==> src/rtl/pipe_mon_pkg.sv <==
`default_nettype none
// ============================================================================
// Module   : pipe_mon_pkg
// Purpose  : Shared types and constants for the pipeline run monitor.
//            mon_state_e  - monitor FSM state encoding (2 bits).
//            c_CNT_ONES   - all-ones source for saturating counters; a
//                           counter of width W uses c_CNT_ONES[W-1:0]
//                           (valid for W <= c_MAX_CNT_W).
// Revision : 1.0 - initial release
// ============================================================================
package pipe_mon_pkg;

  typedef enum logic [1:0] {
    HOLD  = 2'd0,
    RUN   = 2'd1,
    DRAIN = 2'd2,
    DONE  = 2'd3
  } mon_state_e;

  localparam int unsigned             c_MAX_CNT_W = 64;
  localparam logic [c_MAX_CNT_W-1:0]  c_CNT_ONES  = '1;

endpackage : pipe_mon_pkg
`default_nettype wire

==> src/rtl/pipe_run_monitor_sat_counter.sv <==
`default_nettype none
// ============================================================================
// Module   : sat_counter
// Purpose  : Up-counter that sticks at all-ones instead of wrapping.
//            Synchronous clear has priority over increment.
// Ports    : clk_i   - clock
//            reset_i - asynchronous active-high reset (count -> 0)
//            clr_i   - synchronous clear
//            inc_i   - increment request
//            q_o     - registered count value
// Revision : 1.0 - initial release
// ============================================================================
module sat_counter
  import pipe_mon_pkg::*;
#(
  parameter int W = 32
) (
  input  logic         clk_i,
  input  logic         reset_i,
  input  logic         clr_i,
  input  logic         inc_i,
  output logic [W-1:0] q_o
);

  localparam logic [W-1:0] c_ONES = c_CNT_ONES[W-1:0];

  logic [W-1:0] cnt_q;
  logic [W-1:0] cnt_d;

  always_comb begin
    cnt_d = cnt_q;
    if (clr_i) begin
      cnt_d = '0;
    end else if (inc_i && (cnt_q != c_ONES)) begin
      cnt_d = cnt_q + W'(1);
    end
  end

  always_ff @(posedge clk_i or posedge reset_i) begin
    if (reset_i) begin
      cnt_q <= '0;
    end else begin
      cnt_q <= cnt_d;
    end
  end

  assign q_o = cnt_q;

endmodule : sat_counter
`default_nettype wire

==> src/rtl/pipe_run_monitor.sv <==
`default_nettype none
// ============================================================================
// Module   : pipe_run_monitor
// Purpose  : Sequences core reset release, counts RUN cycles, retirements and
//            branch outcomes, detects halt or timeout, and produces a sticky
//            pass/fail verdict. Restartable from DONE without global reset.
// Ports    : clk_i, reset_i (async, active-high)
//            restart_i                      - re-run request, DONE only
//            retire_valid_i / retire_pc_i   - retire port of the core
//            retire_is_branch_i, branch_taken_i, branch_mispredict_i
//            halt_i                         - core halted (level, RUN only)
//            core_reset_o                   - reset to the core under test
//            state_o                        - current mon_state_e
//            *_count_o                      - saturating statistics
//            last_pc_o                      - PC of last counted retirement
//            done_o / pass_o / timeout_o    - sticky verdict
// Revision : 1.0 - initial release
// ============================================================================
module pipe_run_monitor
  import pipe_mon_pkg::*;
#(
  parameter int XLEN              = 32,
  parameter int CNT_W             = 32,
  parameter int RESET_HOLD_CYCLES = 2,
  parameter int TIMEOUT_CYCLES    = 1000,
  parameter int DRAIN_CYCLES      = 4,
  parameter int EXPECT_RETIRE     = 0
) (
  input  logic             clk_i,
  input  logic             reset_i,
  input  logic             restart_i,
  input  logic             retire_valid_i,
  input  logic [XLEN-1:0]  retire_pc_i,
  input  logic             retire_is_branch_i,
  input  logic             branch_taken_i,
  input  logic             branch_mispredict_i,
  input  logic             halt_i,
  output logic             core_reset_o,
  output logic [1:0]       state_o,
  output logic [CNT_W-1:0] cycle_count_o,
  output logic [CNT_W-1:0] retire_count_o,
  output logic [CNT_W-1:0] branch_count_o,
  output logic [CNT_W-1:0] taken_count_o,
  output logic [CNT_W-1:0] mispredict_count_o,
  output logic [XLEN-1:0]  last_pc_o,
  output logic             done_o,
  output logic             pass_o,
  output logic             timeout_o
);

  localparam logic [CNT_W-1:0] c_ONES = c_CNT_ONES[CNT_W-1:0];

  mon_state_e       state_q, state_d;
  logic [31:0]      hold_cnt_q, hold_cnt_d;
  logic [31:0]      drain_cnt_q, drain_cnt_d;
  logic             core_reset_q, core_reset_d;
  logic             done_q, done_d;
  logic             pass_q, pass_d;
  logic             timeout_q, timeout_d;
  logic [XLEN-1:0]  last_pc_q, last_pc_d;

  logic             w_active;
  logic             w_retire;
  logic             w_branch;
  logic             w_clr;
  logic             w_timeout_hit;
  logic [CNT_W-1:0] w_retire_next;
  logic             w_expect_ok;

  // Retire port is only observed while the core is running or draining.
  assign w_active = (state_q == RUN) || (state_q == DRAIN);
  assign w_retire = w_active && retire_valid_i;
  assign w_branch = w_retire && retire_is_branch_i;
  assign w_clr    = (state_q == DONE) && restart_i;

  // Compared at 64 bits so a narrow CNT_W cannot alias the limit.
  assign w_timeout_hit = (64'(cycle_count_o) == 64'(TIMEOUT_CYCLES - 1));

  // The verdict is registered on the DONE-entry edge, which may itself carry
  // a retirement, so it is judged against the post-edge retire count.
  assign w_retire_next = (w_retire && (retire_count_o != c_ONES))
                         ? retire_count_o + CNT_W'(1) : retire_count_o;
  assign w_expect_ok   = (EXPECT_RETIRE == 0) ||
                         (64'(w_retire_next) == 64'(EXPECT_RETIRE));

  // --------------------------------------------------------------------------
  // State register
  // --------------------------------------------------------------------------
  always_ff @(posedge clk_i or posedge reset_i) begin
    if (reset_i) begin
      state_q <= HOLD;
    end else begin
      state_q <= state_d;
    end
  end

  // --------------------------------------------------------------------------
  // Next-state logic
  // --------------------------------------------------------------------------
  always_comb begin
    state_d = state_q;
    unique case (state_q)
      HOLD: begin
        if (hold_cnt_q == 32'(RESET_HOLD_CYCLES - 1)) state_d = RUN;
      end
      RUN: begin
        // Halt has priority over a coincident timeout.
        if (halt_i) begin
          state_d = (DRAIN_CYCLES == 0) ? DONE : DRAIN;
        end else if (w_timeout_hit) begin
          state_d = DONE;
        end
      end
      DRAIN: begin
        if (drain_cnt_q == 32'(DRAIN_CYCLES - 1)) state_d = DONE;
      end
      DONE: begin
        if (restart_i) state_d = HOLD;
      end
      default: state_d = HOLD;
    endcase
  end

  // --------------------------------------------------------------------------
  // Output / datapath next values
  // --------------------------------------------------------------------------
  always_comb begin
    hold_cnt_d   = ((state_q == HOLD) && (state_d == HOLD))   ? hold_cnt_q + 32'd1  : 32'd0;
    drain_cnt_d  = ((state_q == DRAIN) && (state_d == DRAIN)) ? drain_cnt_q + 32'd1 : 32'd0;
    core_reset_d = (state_d == HOLD);
    done_d       = done_q;
    pass_d       = pass_q;
    timeout_d    = timeout_q;
    last_pc_d    = last_pc_q;

    if (w_clr) begin
      done_d    = 1'b0;
      pass_d    = 1'b0;
      timeout_d = 1'b0;
      last_pc_d = '0;
    end else begin
      if (w_retire) last_pc_d = retire_pc_i;
      if ((state_q != DONE) && (state_d == DONE)) begin
        // Entering DONE straight from RUN without halt means timeout.
        timeout_d = (state_q == RUN) && !halt_i;
        done_d    = 1'b1;
        pass_d    = !timeout_d && w_expect_ok;
      end
    end
  end

  always_ff @(posedge clk_i or posedge reset_i) begin
    if (reset_i) begin
      hold_cnt_q   <= 32'd0;
      drain_cnt_q  <= 32'd0;
      core_reset_q <= 1'b1;
      done_q       <= 1'b0;
      pass_q       <= 1'b0;
      timeout_q    <= 1'b0;
      last_pc_q    <= '0;
    end else begin
      hold_cnt_q   <= hold_cnt_d;
      drain_cnt_q  <= drain_cnt_d;
      core_reset_q <= core_reset_d;
      done_q       <= done_d;
      pass_q       <= pass_d;
      timeout_q    <= timeout_d;
      last_pc_q    <= last_pc_d;
    end
  end

  // --------------------------------------------------------------------------
  // Statistics counters
  // --------------------------------------------------------------------------
  sat_counter #(.W(CNT_W)) u_cycle_cnt (
    .clk_i(clk_i), .reset_i(reset_i), .clr_i(w_clr),
    .inc_i(state_q == RUN), .q_o(cycle_count_o)
  );

  sat_counter #(.W(CNT_W)) u_retire_cnt (
    .clk_i(clk_i), .reset_i(reset_i), .clr_i(w_clr),
    .inc_i(w_retire), .q_o(retire_count_o)
  );

  sat_counter #(.W(CNT_W)) u_branch_cnt (
    .clk_i(clk_i), .reset_i(reset_i), .clr_i(w_clr),
    .inc_i(w_branch), .q_o(branch_count_o)
  );

  sat_counter #(.W(CNT_W)) u_taken_cnt (
    .clk_i(clk_i), .reset_i(reset_i), .clr_i(w_clr),
    .inc_i(w_branch && branch_taken_i), .q_o(taken_count_o)
  );

  sat_counter #(.W(CNT_W)) u_mispredict_cnt (
    .clk_i(clk_i), .reset_i(reset_i), .clr_i(w_clr),
    .inc_i(w_branch && branch_mispredict_i), .q_o(mispredict_count_o)
  );

  assign core_reset_o = core_reset_q;
  assign state_o      = state_q;
  assign last_pc_o    = last_pc_q;
  assign done_o       = done_q;
  assign pass_o       = pass_q;
  assign timeout_o    = timeout_q;

endmodule : pipe_run_monitor
`default_nettype wire

==> config.mk <==
export PLATFORM = sky130hd
export DESIGN_NAME = pipe_run_monitor
export DESIGN_NICKNAME = d
export VERILOG_FILES = /design/src/rtl/pipe_mon_pkg.sv /design/src/rtl/pipe_run_monitor_sat_counter.sv /design/src/rtl/pipe_run_monitor.sv
export SDC_FILE = /design/constraint.sdc
export NUM_CORES = 1
export LEC_CHECK = 0
export ABC_AREA = 0
export BUFFER_PORTS_ARGS = -buffer_cell sky130_fd_sc_hd__buf_2
export CAP_MARGIN = 20
export CORE_MARGIN = 8
export CORE_UTILIZATION = 40
export DETAILED_ROUTE_END_ITERATION = 8
export GPL_TIMING_DRIVEN = 0
export RECOVER_POWER = 50
export SYNTH_ARGS = -nofsm -noshare
export SYNTH_HDL_FRONTEND = slang
export SYNTH_SLANG_ARGS = --single-unit
export TNS_END_PERCENT = 20
==> constraint.sdc <==
create_clock -name clk_i -period 17.8 [get_ports clk_i]
set_input_delay 0.89 -clock clk_i [delete_from_list [all_inputs] [get_ports clk_i]]
set_output_delay 0.89 -clock clk_i [all_outputs]
set_load 0.02 [all_outputs]
Word level (Yosys, flattened, before mapping). Cells that the tools add are included.

Register bits after elaboration: 262. Memory bits (read-only): 0. Memories kept: 0. Output and inout port bits: 198. Word-level logic and storage cells: 86. Memory bits (writable): 0. Latch bits: 0.

Order comparisons: 0. Bitwise gates (word level): 0. Add/subtract/negate cells: 7. Equal/unequal tests: 14. Multipliers: 0. Reductions and logical operators: 26. Divide/modulo/power cells: 0. Muxes and demuxes: 26. Shift operators: 0.

Operators with widths (number): $mux W32 (14); $add A32 B1 Y32 const B (7); $ne A32 B32 Y1 const B (5); $eq A32 B1 Y1 const B (1); $eq A32 B10 Y1 const B (1); $eq A32 B2 Y1 const B (1); $logic_and A1 B1 Y1 (14); $reduce_bool A2 Y1 (7); $mux W2 (5); $eq A2 B2 Y1 const B (4); $pmux W2 S4 (1); $mux W1 (6); $logic_not A2 Y1 (2); $eq A2 B1 Y1 const B (1); $logic_not A1 Y1 (2); $ne A2 B2 Y1 const B (1); $logic_or A1 B1 Y1 (1).

Longest topological paths before layout. Gate-level depths: netlist of run 1.

Word-level depth: 8. Depth in mapped cells: 12. Mapped depth without buffers: 9.

Hierarchy. From an unflattened synthesis of run 1, not the netlist that was laid out.

Cell total of the unflattened synthesis: 1456. Area total of the unflattened synthesis: 13763.2 um2.

By module, submodules not included: sat_counter (cells an instance 186, area an instance 1740.4 um2, instances 5, seq. area each 800.8 um2); pipe_run_monitor (cells an instance 526, area an instance 5061.1 um2, instances 1, seq. area each 2553.7 um2).

Least setup slack after synthesis of run 1. OpenSTA, ideal clock, no wires.

Path type: flip-flop to flip-flop. From: reg state_q[1] (netlist: state_o[1]). To: reg u_taken_cnt.cnt_q[7] (netlist: u_taken_cnt.q_o[7]). Path slack: 15.349 ns. Stages on the path, launching flop included: 10. Data arrival time: 2.319 ns. Library setup time: 0.132 ns. Cell sequence: dfrtp_1 inv_1 ha_1 and3_1 buf_2 nand2_1 clkbuf_1 nor4_1 xnor2_1 nor2_1.

Word-level cells in the longest chain between the ends: 7.

Ends and longest elaborated chain: start, declared (line pipe_run_monitor.sv:53) `mon_state_e state_q, state_d;`; start signal, assigned (line pipe_run_monitor.sv:93) `state_q <= state_d;`; $eq A2 B1 Y1 / $eq A2 B2 Y1 (equally long branches) (line pipe_run_monitor.sv:71) `assign w_active = (state_q == RUN) || (state_q == DRAIN);`; $logic_or A1 B1 Y1 (line pipe_run_monitor.sv:71); $logic_and A1 B1 Y1 (line pipe_run_monitor.sv:72) `assign w_retire = w_active && retire_valid_i;`; $logic_and A1 B1 Y1 (line pipe_run_monitor.sv:73) `assign w_branch = w_retire && retire_is_branch_i;`; $logic_and A1 B1 Y1 (line pipe_run_monitor.sv:192) `.inc_i(w_branch && branch_taken_i), .q_o(taken_count_o)`; $logic_and A1 B1 Y1 (line pipe_run_monitor_sat_counter.sv:34) `end else if (inc_i && (cnt_q != c_ONES)) begin`; $reduce_bool A2 Y1 (no source line); end signal, assigned (line pipe_run_monitor_sat_counter.sv:43) `cnt_q <= cnt_d;`; end, declared (line pipe_run_monitor_sat_counter.sv:27) `logic [W-1:0] cnt_q;`.

Several ways; a longest one is shown, not always the timed one. A chain may end at the register's enable or synchronous reset.

==> impl_metrics.tcl, run 1 <==
set metrics [dict create \
    root_buffer "clkbuf_16" \
    yosys_warnings 0 \
    core_area_um2 33600 \
    power_density_nw_per_um2 120 \
    synth_edf_count 0 \
    final_cell_mix "dfrtp_1, nor2_1, buf_2" \
    cp_data_required_time_ps 17560 \
    drive_gt1_share_pct 13.8 \
    post_drt_wl_per_cell_um 18.1 \
    worst_pin_slew_ps 5150 \
    dp_slack_ps 14720 \
    numCtsBuffers 31 \
    violations "capacitance limit, slew limit" \
    fp-row-count 67 \
    synth-seq-cells 262 \
    syn-instance-count 1465 \
    p_sw_mw 0.727 \
    p_leak_nw 6.90 \
    portBuffers 237 \
    critPathLaunchType "input pin" \
    start_util_pct 40.6 \
    io_pins 238 \
    cap_violations 3 \
    grt_max_degree 117 \
    switching_share_pct 37.2 \
    slew_headroom_pct -245 \
    fin_crit_sh_pct 40.2 \
    mostFrequentLayoutCell "dfrtp_1" \
    dr.pass1.iters 5 \
    placed_area_um2 15500 \
    crit_path_end_kind "async pin" \
    avgSynthCellArea_um2 9.32 \
    cts_buffer_depth 3 \
    cts_tree "done" \
    synth_top_family_by_area "simple AND/OR/NAND/NOR gates" \
    antenna_left 0 \
    setup-tns-final_ps 0 \
    syn-num-nets 1518 \
    internal_power_mw 1.22 \
    status "finished with violations" \
    fin_worst_skew_ps 22.0 \
    dieWidth_um 201 \
    path_clk_slew_ps 50 \
    setup_ws_ps 10640 \
    hp-class "reg -> reg" \
    finalCriticalPeriod_ps 7160 \
    die-area_um2 40300 \
    synth_xor_area_share_pct 10.6 \
    cp_max_fo 116 \
    dp_cells 2152 \
    grt_pass1_vias 11600 \
    wirelength_um 40000 \
    design_area_um2 16300 \
    stdcell_count 2207 \
    p_seq_share_pct 40.7 \
    hold_viol 0 \
    synth_mux_area_share_pct 0.522 \
    grtUsageTotal_pct 19.2 \
    path_class "in -> async" \
    peakVddDrop_v 0.0000878 \
    hold_ws_ps 476 \
    async_flop_share_pct 100 \
    grt_overflow 0 \
    synthSimpleGateAreaFrac_pct 29.1 \
    synth_fa_ha_area_share_pct 1.19 \
    synthFlopType "dfrtp_1" \
    p_clk_share_pct 31.9 \
    dieHeight_um 201 \
    vias 11900 \
    p_comb_share_pct 27.5 \
    synthesis.area_um2 13700 \
    slew_viol_final 267 \
    place_congestion 0.833 \
    grt_pass1_wl_um 64500 \
    syn_to_final_growth_pct 19.3 \
    insertion_delay_ps 580 \
    design.final.nets 1790 \
    viasPerCell 5.39 \
    grt_antenna_before_repair 4 \
    cp_data_arrival_time_ps 6920 \
    finalSetupViolations 0 \
    cts_resized 0 \
    ys_types 65 \
    hpwlAfterDp_um 29100 \
    cts_max_level 1 \
    synth_compound_area_share_pct 7.58 \
    numClockSinks 262 \
    postCtsSetupBuffers 0 \
    hold_buffers 0 \
    drcViolationCount 0 \
    yosysSeqAreaShare_pct 48.0 \
    initialDrtViolationCount 678 \
    fmax_ghz 0.140 \
    rsz0062_at_grt "false" \
]
==> state kept, by name, indices dropped and copies added, names as in the netlist <==
register and count:
drain_cnt_q 32, timeout_o 1, pass_o 1, u_retire_cnt.q_o 32
u_branch_cnt.q_o 32, hold_cnt_q 32, u_taken_cnt.q_o 32, core_reset_o 1
u_cycle_cnt.q_o 32, done_o 1, u_mispredict_cnt.q_o 32, last_pc_o 32
state_o 2
==> critical path, cell delays in order <==
cell	delay (ps)
buf_2	100
clkinvlp_2	2830
clkbuf_1	2950
==> worst paths after layout <==
kind                       startpoint  cells past startpoint  slack, ps              endpoint
max in group clk_i         state_o[1]                      9      14740  u_branch_cnt.q_o[17]
max                           reset_i                      3      10640  u_branch_cnt.q_o[24]
min in group asynchronous     reset_i                      2       1910        drain_cnt_q[0]
min reg2reg                    done_o                      1        480                done_o
max reg2reg                state_o[1]                      9      14740  u_branch_cnt.q_o[17]
min                            done_o                      1        480                done_o
==> power groups by stage <==
stage	clock network, mW	registers [mW]	logic (mW)
floorplan	0	0.892	0.252
global placement	0	0.797	0.554
detailed placement	0	0.799	0.563
CTS	0.637	0.790	0.566
global route	0.661	0.807	0.594
finish	0.622	0.793	0.536
==> kinds of logic (layout without fill, tap and decap cells) <==
| family | Yosys count | count (layout) |
|---|---|---|
| AO/OA/AOI/OAI | 166 | 166 |
| XOR/XNOR | 165 | 165 |
| adder cells (fa/ha/maj) | 13 | 13 |
| buffers and inverters | 96 | 387 |
| flip-flops | 262 | 262 |
| multiplexers | 7 | 7 |
| other | 0 | 3 |
| AND/OR/NAND/NOR | 756 | 756 |
==> Yosys cell counts, types with 30 or more instances <==
cell	number	area, µm²
and4_1	37	324
nor3_1	45	225
and3_1	35	219
xnor2_1	112	981
dfrtp_1	261	6530
nor4_1	35	219
a21oi_1	75	375
clkbuf_1	44	165
xor2_1	53	464
inv_1	30	113
nand2_1	149	559
nor2_1	212	796
nand3_1	86	430
nand4_1	54	338
==> per-layer routing <==
| metal | up-vias | share of wire, % | GRT usage, % |
|---|---|---|---|
| met2 | 283 | 47 | 31.4 |
| met5 | - | 0 | 0 |
| met1 | 5810 | 44 | 25.5 |
| met4 | 0 | 2.6 | 5.55 |
| met3 | 63 | 5.7 | 3.65 |
| li1 | 5743 | - | - |
==> cell type report <==
cell class / instances / area [µm²]
flip-flops and latches: 262 / 6560
inverters: 31 / 118
clock inverters: 9 / 85.1
fillers: 3278 / 17300
diodes: 3 / 7.51
well taps: 448 / 561
repair buffers: 239 / 1070
multi-input cells: 1107 / 6690
plain buffers: 65 / 290
clock buffers: 43 / 911
==> stage by stage <==
stage | util, % | power, mW
after floorplan | - | 1.14
after global placement | 45.8 | 1.35
after detailed placement | 46.0 | 1.36
after CTS | 49.0 | 1.99
after global routing | 48.5 | 2.06
final | 48.5 | 1.95
Power figures use the tool's default switching activity.
==> run 2, diff against run 1 <==
==> constraint.sdc (replaced) <==
create_clock -name clk_i -period 6.67 [get_ports clk_i]
set_input_delay 0.3335 -clock clk_i [delete_from_list [all_inputs] [get_ports clk_i]]
set_output_delay 0.3335 -clock clk_i [all_outputs]
set_load 0.02 [all_outputs]
==> run 2 against run 1 <==
Effect of this change:
- clock power grew to 2.9 times the previous value
- register-to-register slack got worse by 11000 ps
- non-clock buffer count rose by 32
- sequential power increased to 2.7 times the previous value
- core utilization increased by 1.3 points
- sequential share of layout area is 1.0 points lower
- flip-flop and latch count did not move
- power increased to 2.7 times the previous value
- via count about the same
- worst hold slack lost 460 ps
- clock skew down 8.5 ps
- the run still ends with capacitance limit, slew limit left
- die area unchanged
==> impl_metrics.tcl, run 2 (synthesis gave the netlist of run 1 again) <==
set metrics [dict create \
    status "finished with violations" \
    violations "capacitance limit, slew limit" \
    grt_overflow 0 \
    fin_crit_sh_pct 57.5 \
    peakVddDrop_v 0.000220 \
    design_area_um2 16700 \
    dr.pass1.iters 5 \
    grt_pass1_wl_um 64300 \
    rr_startpoint "state_o[1]" \
    crit_path_end_kind "async pin" \
    grt_antenna_before_repair 3 \
    numCtsBuffers 31 \
    die-area_um2 40300 \
    path_clk_slew_ps 60 \
    fmax_ghz 0.261 \
    dieWidth_um 201 \
    portBuffers 237 \
    fin_worst_skew_ps 13.5 \
    grt_max_degree 40 \
    initialDrtViolationCount 685 \
    wirelength_um 39600 \
    hold_viol 0 \
    cts_max_level 1 \
    drcViolationCount 0 \
    hp-class "in -> reg" \
    power_density_nw_per_um2 319 \
    slew_viol_final 105 \
    postCtsSetupBuffers 0 \
    grt_pass1_vias 11500 \
    post_drt_wl_per_cell_um 17.7 \
    setup-tns-final_ps 0 \
    antenna_left 0 \
    start_util_pct 40.6 \
    io_pins 238 \
    syn_to_final_growth_pct 22.4 \
    grtUsageTotal_pct 19.1 \
    finalSetupViolations 0 \
    insertion_delay_ps 560 \
    cp_data_arrival_time_ps 4090 \
    fp-row-count 67 \
    placed_area_um2 15500 \
    final_cell_mix "dfrtp_1, nor2_1, clkbuf_1" \
    cts_resized 0 \
    path_class "in -> async" \
    finalCriticalPeriod_ps 3840 \
    rsz0062_at_grt "false" \
    viasPerCell 5.32 \
    mostFrequentLayoutCell "dfrtp_1" \
    design.final.nets 1822 \
    cts_tree "done" \
    min-delay-start "retire_pc_i[17]" \
    worst_pin_slew_ps 2250 \
    vias 11900 \
    hold_ws_ps 19.1 \
    cap_violations 3 \
    slew_headroom_pct -50.3 \
    root_buffer "clkbuf_16" \
    startpoint "reset_i" \
    p_leak_nw 7.05 \
    core_area_um2 33600 \
    cp_data_required_time_ps 6920 \
    cts_buffer_depth 3 \
    hpwlAfterDp_um 29400 \
    fillers 3238 \
    finalCoreUtilization_pct 49.7 \
    cp_max_fo 38 \
    critPathLaunchType "input pin" \
    dieHeight_um 201 \
    place_congestion 0.831 \
    drive_gt1_share_pct 13.5 \
    numClockSinks 262 \
    n_antenna_cell 0 \
]
==> run 2: routing by layer <==
layer  track usage, %  vias up  share of wire (%)
met1             25.7     5781                 45
met4             5.47        6                2.7
met5                0        -              0.068
met2             31.0      262                 46
met3             3.89       67                5.6
li1                 -     5793                  -
==> run 2: worst paths after layout <==
| check | end | slack (ps) | cells past startpoint |
|---|---|---|---|
| worst min register to register | done_o | 480 | 1 |
| worst max-delay path | drain_cnt_q[27] | 2830 | 5 |
| worst min-delay path | last_pc_o[17] | 20 | 3 |
| max in group clk_i | u_taken_cnt.q_o[5] | 3750 | 9 |
| worst max register to register | u_taken_cnt.q_o[5] | 3750 | 9 |
| min in group asynchronous | u_branch_cnt.q_o[2] | 320 | 3 |
==> run 2: cell type report <==
type	count	area [µm²]	share of cell area, %
Timing Repair Buffer	271	1410	8.45
Buffer	65	290	1.74
Clock inverter	10	159	0.950
Tap cell	448	561	3.35
Multi-Input combinational cell	1107	6700	40.0
Sequential cell	262	6560	39.2
Clock buffer	45	928	5.55
Inverter	31	118	0.703
==> run 2: repair_timing <==
item                                    CTS  global route
endpoints found under the setup margin    0             0
hold buffers                             27             0
endpoints found under the hold margin    38             0
==> run 2: per-stage QoR <==
stage / std cells / power, mW / worst slack [ps]
finish: 2239 / 5.33 / 2830
CTS: 2239 / 5.46 / 3750
floorplan: 1465 / 3.06 / 2880
global placement: 2150 / 3.60 / 1080
detailed placement: 2157 / 3.63 / 3770
global route: 2239 / 5.64 / 1920
==> run 2: critical path, stage by stage <==
cell           delay [ps]
dlygate4sd3_1         530
clkbuf_1              100
clkinvlp_2            360
clkbuf_1             1180
clkbuf_1             1550
==> run 2: report_power, final <==
group          internal, mW  switching [mW]
registers              1.84           0.269
clock network          1.11           0.673
logic                 0.455           0.981
